**src/rtl/conv2_pe_sequencer.sv**
```systemverilog
// conv2_pe_sequencer: feeds a two-tap PE across a stride-1 1-D convolution row, then applies bias/rescale/ReLU/saturate and streams results.
module conv2_pe_sequencer #(
  parameter int N_TAPS = 8,
  parameter int IN_LEN = 64,
  parameter int ADDR_W = 8,
  parameter int ACC_W = 40,
  parameter int RELU = 1,
  localparam int P = N_TAPS / 2,
  localparam int PW = (P > 1) ? $clog2(P) : 1
) (
  input  logic              clk,
  input  logic              rst,
  input  logic              start,
  output logic              busy,
  output logic              done,
  output logic [ADDR_W-1:0] x_addr0,
  output logic [ADDR_W-1:0] x_addr1,
  output logic              x_rd_en,
  input  logic [15:0]       x_rdata0,
  input  logic [15:0]       x_rdata1,
  output logic [PW-1:0]     w_addr,
  input  logic [15:0]       w_rdata0,
  input  logic [15:0]       w_rdata1,
  input  logic [15:0]       bias,
  output logic              pe_start,
  output logic [15:0]       pe_x0,
  output logic [15:0]       pe_x1,
  output logic [15:0]       pe_w0,
  output logic [15:0]       pe_w1,
  input  logic [31:0]       pe_odata,
  output logic [15:0]       y_data,
  output logic [ADDR_W-1:0] y_idx,
  output logic              y_valid,
  input  logic              y_ready
);
  localparam int OUT_LEN = IN_LEN - N_TAPS + 1;
  localparam logic signed [ACC_W-1:0] MAXV = ACC_W'(32767);
  localparam logic signed [ACC_W-1:0] MINV = ACC_W'(-32768);
  typedef enum logic [2:0] {IDLE, FETCH, DRAIN, OUT, DONE} state_t;
  state_t state, state_n;
  logic [PW-1:0] p;
  logic [1:0] dcnt;
  logic [ADDR_W-1:0] o, base;
  logic pe_v, fetch, last_p, last_o;
  logic signed [ACC_W-1:0] acc, sum, r, rr;
  logic [15:0] res;
  assign fetch = state == FETCH;
  assign last_p = p == PW'(P - 1);
  assign last_o = o == ADDR_W'(OUT_LEN - 1);
  assign base = o + ADDR_W'({p, 1'b0});
  assign busy = (state != IDLE) && (state != DONE);
  assign done = state == DONE;
  assign y_valid = state == OUT;
  assign x_rd_en = fetch;
  assign x_addr0 = fetch ? base : '0;
  assign x_addr1 = fetch ? base + 1'b1 : '0;
  assign w_addr = fetch ? p : '0;
  // Buffer/ROM data lands one cycle after the read; it is presented to the PE only while pe_start is high.
  assign pe_x0 = pe_start ? x_rdata0 : '0;
  assign pe_x1 = pe_start ? x_rdata1 : '0;
  assign pe_w0 = pe_start ? w_rdata0 : '0;
  assign pe_w1 = pe_start ? w_rdata1 : '0;
  assign sum = acc + {{(ACC_W-24){bias[15]}}, bias, 8'd0};
  assign r = sum >>> 8;
  assign rr = (RELU != 0 && r[ACC_W-1]) ? '0 : r;
  assign res = rr > MAXV ? 16'h7fff : rr < MINV ? 16'h8000 : rr[15:0];
  always_comb begin
    state_n = state;
    case (state)
      IDLE:    state_n = start ? FETCH : IDLE;
      FETCH:   state_n = last_p ? DRAIN : FETCH;
      DRAIN:   state_n = dcnt == 2'd2 ? OUT : DRAIN;
      OUT:     state_n = y_ready ? (last_o ? DONE : FETCH) : OUT;
      default: state_n = IDLE;
    endcase
  end
  always_ff @(posedge clk or posedge rst)
    if (rst) state <= IDLE;
    else state <= state_n;
  // DRAIN covers the two in-flight PE cycles plus one cycle to form the result from the settled accumulator.
  always_ff @(posedge clk or posedge rst) begin
    if (rst) begin
      p <= '0;
      dcnt <= '0;
      o <= '0;
      pe_start <= 1'b0;
      pe_v <= 1'b0;
      acc <= '0;
      y_data <= '0;
      y_idx <= '0;
    end else begin
      pe_start <= fetch;
      pe_v <= pe_start;
      p <= (fetch && !last_p) ? p + 1'b1 : '0;
      dcnt <= state == DRAIN ? dcnt + 1'b1 : '0;
      if (state == IDLE && start) o <= '0;
      else if (state == OUT && y_ready && !last_o) o <= o + 1'b1;
      if (fetch && p == '0) acc <= '0;
      else if (pe_v) acc <= acc + {{(ACC_W-32){pe_odata[31]}}, pe_odata};
      if (state == DRAIN && dcnt == 2'd2) begin
        y_data <= res;
        y_idx <= o;
      end
    end
  end
endmodule

```
**config.mk**
```make
export PLATFORM = sky130hd
export DESIGN_NAME = conv2_pe_sequencer
export DESIGN_NICKNAME = d
export VERILOG_FILES = /design/src/rtl/conv2_pe_sequencer.sv
export SDC_FILE = /design/constraint.sdc
export NUM_CORES = 1
export LEC_CHECK = 0
export ABC_CLOCK_PERIOD_IN_PS = 10410
export CORE_MARGIN = 8
export CORE_UTILIZATION = 54
export CTS_CLUSTER_DIAMETER = 80
export DETAILED_ROUTE_END_ITERATION = 12
export PLACE_DENSITY = 0.89
export SLEW_MARGIN = 40
export SYNTH_ARGS = -nofsm -noshare
export SYNTH_HDL_FRONTEND = slang
export SYNTH_SLANG_ARGS = --single-unit
```
**constraint.sdc**
```tcl
create_clock -name clk -period 10.41 [get_ports clk]
set_clock_uncertainty 0.05 [all_clocks]
set_input_delay 2.082 -clock clk [delete_from_list [all_inputs] [get_ports clk]]
set_output_delay 2.082 -clock clk [all_outputs]
set_load 0.02 [all_outputs]
```
==> impl_metrics.csv <==
group,metric,value,unit
run_status,outcome,"finished, final reports clean",
hold_path,whs_endpoint,"dcnt[0]",
global_routing,grt_max_degree,82,
clocking,ctsRootBufferMaster,"clkbuf_16",
floorplanning,rows,44,
critical_path,crit_arrival,6.10,ns
global_routing,grt_use_met2,0.4883,
floorplanning,die-area,19170,um^2
power_and_ir_drop,p_leak,4.718,nW
critical_path,r2r-end,"y_data[0]",
detailed_routing,vias,8219,
timing,hold_viol_final,0,
global_routing,top_usage_layer,"met2",
logic_synthesis,avgSynthCellArea,8.247,um^2
critical_path,critical_path_class,"primary input to flip-flop",
placement,dp_hpwl,21530,um
critical_path,worstPathMaxFanout,17,
critical_path,reg2regPathDepth,15,
global_routing,antenna_found_initial,2,
timing,slew_violations,0,
final_layout,final_cells,1373,
clocking,htree_levels,3,
critical_path,cp_slowest_cell,"clkdlybuf4s50_1",
clocking,hold_buffers,0,
timing,max_freq,167.5,MHz
clocking,numCtsBuffers,9,
final_layout,fillers,1105,
timing,slew_headroom,0.4702,
detailed_routing,dr.pass1.iters,5,
placement,dp_cells,1357,
hold_path,hold_path.class,"flip-flop to flip-flop",
final_layout,multiInputGateArea,5811,um^2
critical_path,timing.reg2reg.setup_slack,6.58,ns
placement,pre_cts_ws,4.172,ns
critical_path,start_kind,"primary input",
detailed_routing,vias_per_cell,5.986,
clocking,tritoncts,"yes",
critical_path,cp_cell_sequence,"clkdlybuf4s50_1 > ha_1 > a21oi_1 > o21ai_0 > or2_2 > a211o_1 > o221ai_1 > o21ai_0 > xnor2_1 > a2111o_1 > a2111oi_4 > buf_4 > buf_4 > a211oi_1",
floorplanning,die_h,138.5,um
global_routing,grt_use_met1,0.2916,
timing,hold_ws,0.3739,ns
detailed_routing,route.detailed.drc,0,
placement,io_buffer_count,226,
detailed_routing,totalWireLength,26970,um
global_routing,first_global_vias,8333,
critical_path,endpoint_kind,"flip-flop",
clocking,path_clk_slew,0.06,ns
global_routing,overflow,0,
logic_synthesis,synthCells,982,
logic_synthesis,synth.distinct_cells,71,
final_layout,drive_above_1_share,0.05223,
placement,dpl_cell_area,10480,um^2
timing,finalWorstSetupSlack,4.439,ns
timing,period_share,0.5736,
global_routing,track_usage,0.2734,
floorplanning,fp.dieW,138.5,um
logic_synthesis,yosysSeqAreaShare,0.2503,
floorplanning,start_util,0.5551,
clocking,cts_sinks,81,
final_layout,fin_nets,1381,
final_layout,seqCellArea,2031,um^2
power_and_ir_drop,power,2.822,mW
logic_synthesis,async_reset_ff_frac,1.000,
placement,gp_congestion,0.9378,
detailed_routing,drt_iter0_markers,455,
logic_synthesis,synth_edf_count,0,
hold_path,worstHoldStart,"dcnt[0]",
clocking,clk_latency,0.35,ns
detailed_routing,detail-route-antenna-nets,0,
critical_path,worstPathRequired,10.54,ns
power_and_ir_drop,powerDensity,262.5,nW/um^2
timing,worst_pin_slew,0.7947,ns
power_and_ir_drop,vdd_ir_drop_max,0.0001442,V
final_layout,utilization,0.7368,
floorplanning,ios,227,
global_routing,grt_pass1_wl,43010,um
logic_synthesis,ys_warn_count,0,
clocking,post_cts.repair.setup_buffers,0,
timing,finalCriticalPeriod,5.971,ns
critical_path,slowest_delay,0.80,ns
job,cap_violations,0,
global_routing,use_met3,0.08699,
logic_synthesis,synthFlopType,"dfrtp_1",
critical_path,r2r_start,"acc[8]",
final_layout,areaGrowthSynthToFinish,32.72,%
clocking,post_cts_resized,0,
timing,tns,0,ns
logic_synthesis,syn_nets,1179,
hold_path,hold_depth,1,
detailed_routing,wire_per_inst,19.65,um
timing,setup_violations,0,
floorplanning,coreArea,14590,um^2
logic_synthesis,syn_area,8099,um^2
final_layout,fin_area,10750,um^2
clocking,clk_path_buf_depth,2,
logic_synthesis,synth-seq-cells,81,
timing,rsz0062_at_grt,"no",
worst max path at each step:
| stage | startpoint | to | slack, ns | cells after the start |
|---|---|---|---|---|
| floorplan | bias[5] | y_data[2] | 5.32 | 12 |
| global placement | bias[15] | y_data[1] | 3.84 | 12 |
| detailed placement | bias[15] | y_data[0] | 4.17 | 14 |
| CTS | bias[15] | y_data[0] | 4.51 | 14 |
| global route | bias[15] | y_data[0] | 4.27 | 14 |
| finish | bias[15] | y_data[0] | 4.44 | 14 |
cells in the mapped netlist (3+ instances only):
library cell,n,area share
o2111ai_1,3,0.0032
nor3_1,16,0.0099
a21o_1,31,0.029
xor2_1,39,0.042
nor3b_1,3,0.0028
o221ai_1,4,0.0043
a211oi_2,10,0.015
dfrtp_1,81,0.25
and2_1,78,0.060
or2_2,4,0.0031
nand2_1,56,0.026
o21ai_0,49,0.030
and4_1,5,0.0054
nor2b_1,12,0.0093
nand2b_1,12,0.0093
or3_1,6,0.0046
nand3b_1,3,0.0028
nand4_1,18,0.014
nor2_1,125,0.058
fa_1,3,0.0074
and3_1,8,0.0062
ha_1,78,0.12
xnor2_1,34,0.037
a211oi_1,22,0.020
a31oi_1,7,0.0054
a21oi_1,68,0.042
clkbuf_1,36,0.017
o21bai_1,7,0.0065
inv_1,26,0.012
o211ai_1,3,0.0028
mux2_2,9,0.013
a311oi_1,4,0.0043
nand3_1,30,0.019
o22ai_1,3,0.0023
o21a_1,13,0.012
mux2i_1,27,0.033
critical path: cells and delay by family:
kind | cells | cell delay [ns]
compound gates | 8 | 1.73
fa+ha+maj | 1 | 0.59
simple gates | 1 | 0.34
xor+xnor | 1 | 0.14
buf+inv | 3 | 1.23
registers in the layout, indices dropped and copies added, names as in the netlist:
| register | count |
|---|---|
| state | 3 |
| dcnt | 2 |
| o | 8 |
| pe_v | 1 |
| acc | 40 |
| y_data | 16 |
| pe_start | 1 |
| y_idx | 8 |
| p | 2 |
placed cells by master, fill, tap and decap left out, drive strengths merged, types with 3 or more instances in the layout:
cell           count
o21ai             51
ha                78
a311oi             4
nor2b             12
and3               8
nand2b            12
a2111oi            3
or2                4
nor3b              3
fa                 3
o21bai             7
xnor2             34
a31oi              8
buf                5
o2111ai            3
o211ai             4
o21a              14
dfrtp             81
a211oi            33
xor2              39
mux2i             27
nand2             56
a21o              31
a21oi             69
clkdlybuf4s50    226
and2              78
or3                6
nand4             19
nor3              16
nor2             125
nand3             30
o22ai              3
clkinv             5
and4               5
inv               25
mux2               9
nand3b             3
clkbuf            10
o221ai             4
final cells by class:
cell class | count | area share
Sequential cell | 81 | 0.1889
Antenna cell | 2 | 0.0004656
Timing Repair Buffer | 232 | 0.2152
Tap cell | 184 | 0.02142
Inverter | 26 | 0.009196
Clock inverter | 5 | 0.003259
Multi-Input combinational cell | 834 | 0.5406
Clock buffer | 9 | 0.02095
logic make-up after synthesis:
logic type / Yosys count / share of synthesized area
muxes: 36 / 0.04588
AOI/OAI and AO/OA: 257 / 0.2232
xor gates and xnor gates: 73 / 0.07894
DFF: 81 / 0.2503
buffers and inverters: 67 / 0.03229
and+or+nand+nor: 387 / 0.2415
adders and majority gates: 81 / 0.1279
metal layers:
layer  share of wire  wire length [um]  vias up
li1                -                 -     3929
met1            0.38             10260     3886
met2            0.50             13520      345
met3           0.081              2197       59
met4           0.037               999        0
met5               0                 0        -
report_power, final:
group,switching [mW],internal [mW]
combinational,1.12,0.867
clock,0.131,0.159
sequential,0.131,0.418
(Power assumes the default switching activity.)
